File: src/rtl/morse_keyer.sv
// morse_keyer: ASCII-in, International Morse key_out with unit prescaler.
// Optional MORSE_PUNCT_EN adds '.', ',' and '?' (6-element codes).
module morse_keyer #(
  parameter int UNIT_CYCLES = 2700000,
  parameter int CNT_W       = 22
) (
  input  logic       clk,
  input  logic       rst_n,
  input  logic [7:0] char_in,
  input  logic       char_valid,
  output logic       char_ready,
  output logic       key_out,
  output logic       busy,
  output logic       err_pulse
);

  localparam logic [2:0] S_IDLE     = 3'd0;
  localparam logic [2:0] S_MARK     = 3'd1;
  localparam logic [2:0] S_ELEM_GAP = 3'd2;
  localparam logic [2:0] S_CHAR_GAP = 3'd3;
  localparam logic [2:0] S_WORD_GAP = 3'd4;

  localparam logic [CNT_W-1:0] UNIT_LAST = CNT_W'(UNIT_CYCLES - 1);

  logic [2:0]       state_q;
  logic [CNT_W-1:0] presc_q;
  logic [1:0]       unit_q;
  logic [5:0]       pat_q;
  logic [2:0]       rem_q;
  logic             key_q;
  logic             err_q;

  logic       accept;
  logic       is_space;
  logic       is_sym;
  logic       tick;
  logic [8:0] code;

  // {len[2:0], pattern[5:0]}, pattern left-aligned, 1 = dash
  function automatic logic [8:0] lookup(input logic [7:0] c);
    logic [7:0] u;
    logic [8:0] r;
    u = (c >= 8'h61 && c <= 8'h7a) ? c - 8'h20 : c;
    r = 9'd0;
    case (u)
      8'h41: r = {3'd2, 6'b010000};
      8'h42: r = {3'd4, 6'b100000};
      8'h43: r = {3'd4, 6'b101000};
      8'h44: r = {3'd3, 6'b100000};
      8'h45: r = {3'd1, 6'b000000};
      8'h46: r = {3'd4, 6'b001000};
      8'h47: r = {3'd3, 6'b110000};
      8'h48: r = {3'd4, 6'b000000};
      8'h49: r = {3'd2, 6'b000000};
      8'h4a: r = {3'd4, 6'b011100};
      8'h4b: r = {3'd3, 6'b101000};
      8'h4c: r = {3'd4, 6'b010000};
      8'h4d: r = {3'd2, 6'b110000};
      8'h4e: r = {3'd2, 6'b100000};
      8'h4f: r = {3'd3, 6'b111000};
      8'h50: r = {3'd4, 6'b011000};
      8'h51: r = {3'd4, 6'b110100};
      8'h52: r = {3'd3, 6'b010000};
      8'h53: r = {3'd3, 6'b000000};
      8'h54: r = {3'd1, 6'b100000};
      8'h55: r = {3'd3, 6'b001000};
      8'h56: r = {3'd4, 6'b000100};
      8'h57: r = {3'd3, 6'b011000};
      8'h58: r = {3'd4, 6'b100100};
      8'h59: r = {3'd4, 6'b101100};
      8'h5a: r = {3'd4, 6'b110000};
      8'h30: r = {3'd5, 6'b111110};
      8'h31: r = {3'd5, 6'b011110};
      8'h32: r = {3'd5, 6'b001110};
      8'h33: r = {3'd5, 6'b000110};
      8'h34: r = {3'd5, 6'b000010};
      8'h35: r = {3'd5, 6'b000000};
      8'h36: r = {3'd5, 6'b100000};
      8'h37: r = {3'd5, 6'b110000};
      8'h38: r = {3'd5, 6'b111000};
      8'h39: r = {3'd5, 6'b111100};
`ifdef MORSE_PUNCT_EN
      8'h2e: r = {3'd6, 6'b010101};
      8'h2c: r = {3'd6, 6'b110011};
      8'h3f: r = {3'd6, 6'b001100};
`else
`endif
      default: r = 9'd0;
    endcase
    return r;
  endfunction

  // handshake and character classification
  always_comb begin
    char_ready = (state_q == S_IDLE) & rst_n;
    accept     = char_valid & char_ready;
    code       = lookup(char_in);
    is_space   = (char_in == 8'h20);
    is_sym     = (code[8:6] != 3'd0);
    tick       = (presc_q == UNIT_LAST);
  end

  assign key_out   = key_q;
  assign err_pulse = err_q;
  assign busy      = (state_q != S_IDLE);

  // keying FSM with unit prescaler and per-segment unit countdown
  always_ff @(posedge clk) begin
    if (!rst_n) begin
      state_q <= S_IDLE;
      presc_q <= '0;
      unit_q  <= '0;
      pat_q   <= '0;
      rem_q   <= '0;
      key_q   <= 1'b0;
      err_q   <= 1'b0;
    end else begin
      err_q <= 1'b0;
      if (state_q == S_IDLE) begin
        presc_q <= '0;
        if (accept) begin
          if (is_space) begin
            state_q <= S_WORD_GAP;
            unit_q  <= 2'd3;
          end else if (is_sym) begin
            state_q <= S_MARK;
            key_q   <= 1'b1;
            unit_q  <= code[5] ? 2'd2 : 2'd0;
            pat_q   <= {code[4:0], 1'b0};
            rem_q   <= code[8:6] - 3'd1;
          end else begin
            err_q <= 1'b1;
          end
        end
      end else if (!tick) begin
        presc_q <= presc_q + 1'b1;
      end else begin
        presc_q <= '0;
        if (unit_q != 2'd0) begin
          unit_q <= unit_q - 2'd1;
        end else begin
          unique case (1'b1)
            (state_q == S_MARK): begin
              key_q <= 1'b0;
              if (rem_q != 3'd0) begin
                state_q <= S_ELEM_GAP;
                unit_q  <= 2'd0;
              end else begin
                state_q <= S_CHAR_GAP;
                unit_q  <= 2'd2;
              end
            end
            (state_q == S_ELEM_GAP): begin
              state_q <= S_MARK;
              key_q   <= 1'b1;
              unit_q  <= pat_q[5] ? 2'd2 : 2'd0;
              pat_q   <= {pat_q[4:0], 1'b0};
              rem_q   <= rem_q - 3'd1;
            end
            default: begin
              state_q <= S_IDLE;
            end
          endcase
        end
      end
    end
  end

endmodule

File: config.mk
export PLATFORM = sky130hd
export DESIGN_NAME = morse_keyer
export DESIGN_NICKNAME = d
export VERILOG_FILES = /design/src/rtl/morse_keyer.sv
export SDC_FILE = /design/constraint.sdc
export NUM_CORES = 1
export LEC_CHECK = 0
export ABC_AREA = 1
export BUFFER_PORTS_ARGS = -buffer_cell sky130_fd_sc_hd__buf_4
export CAP_MARGIN = 40
export CORE_MARGIN = 2
export CORE_UTILIZATION = 60
export CTS_BUF_LIST = sky130_fd_sc_hd__clkbuf_8
export DETAILED_ROUTE_END_ITERATION = 12
export GPL_ROUTABILITY_DRIVEN = 0
export MAX_ROUTING_LAYER = met4
export PLACE_DENSITY = 0.77
export REMOVE_ABC_BUFFERS = 1
export SLEW_MARGIN = 20
export SYNTH_ARGS = -nofsm -noshare
export SYNTH_HDL_FRONTEND = slang
export SYNTH_SLANG_ARGS = --single-unit
File: constraint.sdc
create_clock -name clk -period 5.5 [get_ports clk]
set_input_delay 0.825 -clock clk [delete_from_list [all_inputs] [get_ports clk]]
set_output_delay 0.825 -clock clk [all_outputs]
set_load 0.05 [all_outputs]
==> results by group, run 1 <==
STA
  – Min Tclk post-route: 2.711 ns
  – Clock skew: 0.006069 ns
  – Setup total negative slack: 0 ns
  – Setup ws final: 2.789 ns
  – F_max: 368.8 MHz
  – Max-slew headroom: 0.5935
  – Final Hold Viols: 0
  – Fin crit share: 0.4929
  – RSZ-0062 raised after global routing: no
  – Least-Margin Pin Slew: 0.6082 ns
  – Final setup violation count: 0
  – Pins Over Slew Limit: 0

CTS
  – Post-CTS Resized: 0
  – CTS Buffer Depth: 2
  – Clock latency on the worst-skew pair: 0.29 ns
  – Clk slew on worst S/H paths: 0.07 ns
  – Post-CTS setup buffers: 0
  – Clk sinks: 36
  – CTS HTree Levels: 2
  – CTS tree: built
  – CTS Hold Bufs: 0
  – Clock root buffer: clkbuf_8
  – Cts bufs inserted: 5

Worst setup path
  – Buf/Inv on CP: 2
  – Cell depth of the worst setup path: 16
  – Crit-path leading delay family: simple AND/OR/NAND/NOR gates
  – Worst R2R Path Depth: 10
  – Reg2Reg Setup Slack: 3.13 ns
  – Most frequent CP cell: nand2_1
  – FF-to-FF End: presc_q[15]
  – CP cell instances: buf_4 -> inv_1 -> ha_1 -> nor2_2 -> nand3_2 -> nand3_4 -> nand3_2 -> a21oi_4 -> nand2_1 -> nand2_1 -> o21ai_0 -> ha_1 -> nand3b_1 -> nand2_1 -> nor2_1 -> nor2_1
  – Crit-path max cell delay: 0.25 ns
  – CP arrival: 2.94 ns
  – Highest-delay cell along the critical path: ha_1
  – Critical path class: input port to flip-flop
  – Worst endpoint required time: 5.73 ns
  – Worst setup SP type: input port
  – Critical Path Fanout Max: 7
  – Worst R2R Start: presc_q[0]
  – Critical Path Sink Type: flip-flop

Power and ir drop
  – P_leak: 1.197 nW
  – Power Dens Cells: 226.9 nW/um^2
  – Peak supply drop: 232.3 uV

Cells and area
  – Fillers: 407
  – Nets: 442
  – Layout area overhead: 8.268%
  – Final std cells w/o fill: 473
  – Share of layout cells above drive strength 1: 0.1686
  – Ant. Diodes: 0

Worst hold path
  – Hold wc startpoint: presc_q[0]
  – Hold Crit Depth: 1
  – Sink of the worst hold path: presc_q[0]
  – Hold crit path type: flip-flop to flip-flop

Synth
  – Seq cells post-synth: 36
  – Synth warn: 0
  – Cell area after synthesis: 2694 sq um
  – Top FF cell, synth: dfxtp_1
  – Avg Cell Area, Syn: 6.651 sq um
  – Netlist cell types: 40
  – Sequential area share after synthesis: 0.2675
  – Post-Synthesis Cells: 405
  – Ys async rst share: 0
  – Post-synth EDFFs: 0

Global routing
  – Via count of the first global-routing pass: 2,445
  – Met3 usage: 0.04986
  – Global-route wire length before repair: 10,590 um
  – GRT Total Usage: 0.2617
  – Largest net degree at the start of global routing: 20
  – M1 GR Usage: 0.3456
  – Met2 usage: 0.4143
  – Initial antenna violation count: 0
  – Gr busiest metal: met2
  – Total grt overflow: 0

Job
  – Max-Cap Viols: 0

Die
  – Die extent in x: 71.01 um
  – Row count: 24
  – Starting Density: 0.6187
  – IO Pins: 15
  – Chip Height: 71.01 um
  – Die Area: 5042 sq um
  – Core Region: 4354 sq um

Place
  – Port Buffer Count: 14
  – Post-place setup slack: 2.528 ns
  – Placed cell count: 465
  – HPWL Detailed: 4537 um

Drt
  – DRT Pass-1 Iters: 5
  – DRT iter0 DRCs: 194
  – Via Count: 2,646
  – Remaining antenna violation count after routing: 0
  – Avg WL per Cell: 12.44 um
  – Vias per inst: 5.594
  – WL final: 5885 um
  – Post-route DRC violation count: 0

Outcome
  – Status: finished clean
-- sequential cells by signal, summed over array words and instances, names as in the netlist --
name	flops
err_pulse	1
key_out	1
pat_q	4
presc_q	22
rem_q	3
state_q	3
unit_q	2
-- synth_stat cells, types with 4 or more instances --
cell     number  area (sq um)
nor2_1       43         161.4
buf_2         4         20.02
o21ai_0      22         110.1
o21ai_1       4         20.02
inv_2         5         18.77
nand4_1       8         50.05
a21oi_1      30         150.1
dfxtp_1      36         720.7
nand2_1      95         356.6
a21oi_2       7         61.31
nand3_1      28         140.1
ha_1         11         137.6
inv_1        38         142.6
nor2_4        5         56.30
nand2_2      13         81.33
nor3_1       11         55.05
nor4_1        5         31.28
nand2_4       4         45.04
-- placed cells by master (no fill, tap or decap), types with 2 or more instances in the layout --
master	n
o21ai_0	22
a21oi_1	30
o211ai_1	2
nand3_1	28
nand2_4	4
nand2_1	95
inv_2	5
xnor2_1	3
buf_4	14
nor2_1	43
clkinv_2	2
nand4_1	8
nor3_1	11
nor2_2	3
ha_1	11
dfxtp_1	36
nand2_2	13
o21ai_1	4
or2_2	2
nor4_1	5
nand3_4	2
a21oi_2	7
nand3_2	3
nor3b_1	3
nand3b_1	3
nor2_4	5
clkbuf_8	5
inv_1	38
o21a_1	2
-- through the flow --
step / area, sq um / hold WS [ns] / power [W] / util
floorplan: 2659 / 0.4175 / 0.0004305 / -
global placement: 2829 / 0.4307 / 0.0004758 / 0.6497
detailed placement: 2829 / 0.4547 / 0.0004779 / 0.6497
CTS: 2917 / 0.4641 / 0.0006648 / 0.6698
global route: 2917 / 0.4996 / 0.0007027 / 0.6698
finish: 2917 / 0.4550 / 0.0006617 / 0.6698
-- per-layer routing --
metal / vias up / wire length (um)
li1: 1371 / -
met1: 1185 / 2810
met2: 79 / 2703
met3: 11 / 298
met4: 0 / 72
met5: - / 0
-- logic make-up after synthesis --
logic type / after synthesis / synth area share
AND/OR/NAND/NOR: 232 / 0.4347
XOR/XNOR: 4 / 0.01301
buffers and inverters: 50 / 0.07525
flip-flops: 36 / 0.2675
adder cells (fa/ha/maj): 11 / 0.05109
AO/OA/AOI/OAI: 72 / 0.1584
-- worst max-delay path by stage --
stage	start	endpoint	slack (ns)
6_report	char_in[1]	rem_q[2]	2.79
5_1_grt	char_in[1]	rem_q[2]	2.52
3_3_place_gp	char_in[1]	rem_q[2]	2.63
3_5_place_dp	char_in[1]	rem_q[2]	2.53
4_1_cts	char_in[1]	rem_q[2]	2.83
2_1_floorplan	char_in[1]	rem_q[2]	2.90
-- worst register-to-register path, stage by stage, from the launching register on --
cell     delay [ns]
dfxtp_1        0.36
ha_1           0.19
nand3_1        0.13
nor4_1         0.33
nand4_1        0.15
nand2_1        0.16
inv_1          0.05
nand2_1        0.45
inv_1          0.24
o21ai_0        0.14
a21oi_1        0.05
-- power breakdown --
group          internal (W)  switching [W]  total (W)
Sequential         0.000269     0.00000577   0.000275
Combinational     0.0000645       0.000134   0.000199
Clock             0.0000883      0.0000998   0.000188
Total              0.000422       0.000240   0.000662
-- area by class of cell --
| type | instances | area (sq um) | share of cell area |
|---|---|---|---|
| clock buffer | 5 | 68.82 | 0.02360 |
| clock inverter | 3 | 18.77 | 0.006435 |
| inverter | 44 | 167.7 | 0.05749 |
| multi-input combinational | 319 | 1770 | 0.6070 |
| sequential | 36 | 720.7 | 0.2471 |
| tap | 52 | 65.06 | 0.02231 |
| timing repair buffer | 14 | 105.1 | 0.03604 |
No activity file was read; power rests on OpenSTA's default activity.
==> run 2, diff against run 1 <==
- CORE_UTILIZATION: 60 -> 57
- PLACE_DENSITY: 0.77 -> 0.76
- clock period: 5.5 -> 2.4 ns (I/O delays scaled with it)
==> results by group, run 2 (same netlist as run 1, synthesis figures left out) <==
Outcome
  – Status: finished clean

Drt
  – Met3 Wirelength: 205 um (-31%)
  – Wl on met1: 2821 um (+0.39%)
  – DRT iter0 DRCs: 152 (-22%)
  – Via Count: 2,623 (-0.87%)
  – WL final: 5783 um (-1.7%)
  – DRT Pass-1 Iters: 4 (-1)
  – Vias per inst: 5.442 (-2.7%)
  – Met2 WL: 2655 um (-1.8%)
  – Remaining antenna violation count after routing: 0 (unchanged)
  – Avg WL per Cell: 12.00 um (-3.6%)
  – Post-route DRC violation count: 0 (unchanged)
  – DR top layer: met4

Cells and area
  – Ant. Diodes: 0 (unchanged)
  – Layout area overhead: 11.52%
  – Largest Register: presc_q
  – Most frequent cells in the layout: nand2_1, nor2_1, inv_1
  – Share of layout cells above drive strength 1: 0.1799 (+0.01126)
  – Commonest non-fill, non-tap cell in the layout: nand2_1
  – Max FFs per register: 22 (unchanged)
  – Nets: 449 (+1.6%)
  – Largest registers: presc_q: 22 flops, pat_q: 4 flops

Die
  – Chip Height: 72.75 um (+2.5%)
  – Row count: 25 (+4.2%)
  – Die extent in x: 72.75 um (+2.5%)
  – IO Pins: 15 (unchanged)
  – Starting Density: 0.5819 (-0.03679)
  – Core Region: 4629 sq um (+6.3%)
  – Die Area: 5292 sq um (+5.0%)

CTS
  – CTS Hold Bufs: 0 (unchanged)
  – Clock latency on the worst-skew pair: 0.29 ns (about the same)
  – CTS Buffer Depth: 2 (unchanged)
  – Cts bufs inserted: 5 (unchanged)
  – Clock root buffer: clkbuf_8
  – Clk slew on worst S/H paths: 0.07 ns (about the same)
  – CTS HTree Levels: 2 (unchanged)
  – CTS tree: built
  – Clk sinks: 36 (unchanged)
  – Post-CTS setup buffers: 0 (unchanged)
  – Post-CTS Resized: 0 (unchanged)

Power and ir drop
  – P_leak: 1.248 nW (+4.3%)
  – Power consumption: 0.001616 W (+140%)
  – Peak supply drop: 286.4 uV (+23%)
  – Power Dens Cells: 538.0 nW/um^2 (+140%)

STA
  – Clock skew: 0.006624 ns (+0.0005542 ns)
  – Max-slew headroom: 0.7580 (+0.1645)
  – Final Hold Viols: 0 (unchanged)
  – Setup ws final: 0.2902 ns (-2.499 ns)
  – Setup total negative slack: 0 ns (unchanged)
  – WHS: 0.3445 ns (-0.1105 ns)
  – RSZ-0062 raised after global routing: no
  – Least-Margin Pin Slew: 0.3597 ns (-0.2486 ns)
  – Min Tclk post-route: 2.110 ns
  – F_max: 474.0 MHz
  – Fin crit share: 0.8791
  – Pins Over Slew Limit: 0 (unchanged)
  – Final setup violation count: 0 (unchanged)

Worst setup path
  – Critical Path Sink Type: flip-flop
  – Worst endpoint required time: 2.63 ns (-3.10 ns)
  – Worst setup SP type: input port
  – CP arrival: 2.34 ns (-0.60 ns)
  – Critical path class: input port to flip-flop
  – Critical Path Fanout Max: 6 (-1)

Global routing
  – Global-route wire length before repair: 10,180 um (-3.8%)
  – Via count of the first global-routing pass: 2,383 (-2.5%)
  – Total grt overflow: 0 (unchanged)
  – GRT Total Usage: 0.2464 (-0.01522)
  – Largest net degree at the start of global routing: 20 (unchanged)
  – Initial antenna violation count: 0 (unchanged)

Job
  – Max-Cap Viols: 0 (unchanged)

Place
  – Post-place setup slack: -0.006532 ns (-2.534 ns)
  – HPWL Detailed: 4530 um (-0.14%)
  – Port Buffer Count: 14 (unchanged)

Worst hold path
  – Hold crit path type: input port to flip-flop
[run 2: where the power goes]
part	switching, W	internal [W]
registers	0.0000126	0.000617
logic	0.000308	0.000159
clock network	0.000215	0.000304
total	0.000536	0.00108
[run 2: worst max-delay path: stages]
cell and delay, ns:
buf_4 0.08, inv_1 0.07, ha_1 0.22, nor2_2 0.18
nand3_2 0.17, nand4_1 0.14, nand2_2 0.12, nor2_1 0.20
a21oi_2 0.11, o21bai_1 0.17, ha_1 0.20, nand3b_1 0.15
nand2_1 0.07, nor2_1 0.04, nor2_1 0.07
[run 2: metal layers]
layer,global-route usage,vias to the layer above
li1,-,1387
met1,0.3237,1171
met2,0.3727,56
met3,0.04558,9
met4,0.1008,0
met5,-,-
[run 2: per-stage QoR]
step	cell area [sq um]	cells	utilization
floorplan	2659	399	-
global placement	2897	474	0.6257
detailed placement	2897	474	0.6257
CTS	3004	482	0.6489
global route	3004	482	0.6489
finish	3004	482	0.6489
[run 2: final cells by class]
cell class,count,area (sq um)
clock buffer,5,68.82
clock inverter,3,38.79
fill,435,1625
inverter,44,167.7
multi-input combinational,319,1770
sequential,36,720.7
tap,54,67.56
timing repair buffer,21,170.2
[run 2: final timing paths]
kind                            startpoint  cells past startpoint  slack [ns]          end
worst max-delay path            char_in[1]                     15        0.29     rem_q[2]
worst min register to register  presc_q[0]                      1        0.45   presc_q[0]
worst min-delay path            char_valid                      3        0.34    err_pulse
worst max register to register  presc_q[0]                     11        0.33  presc_q[18]
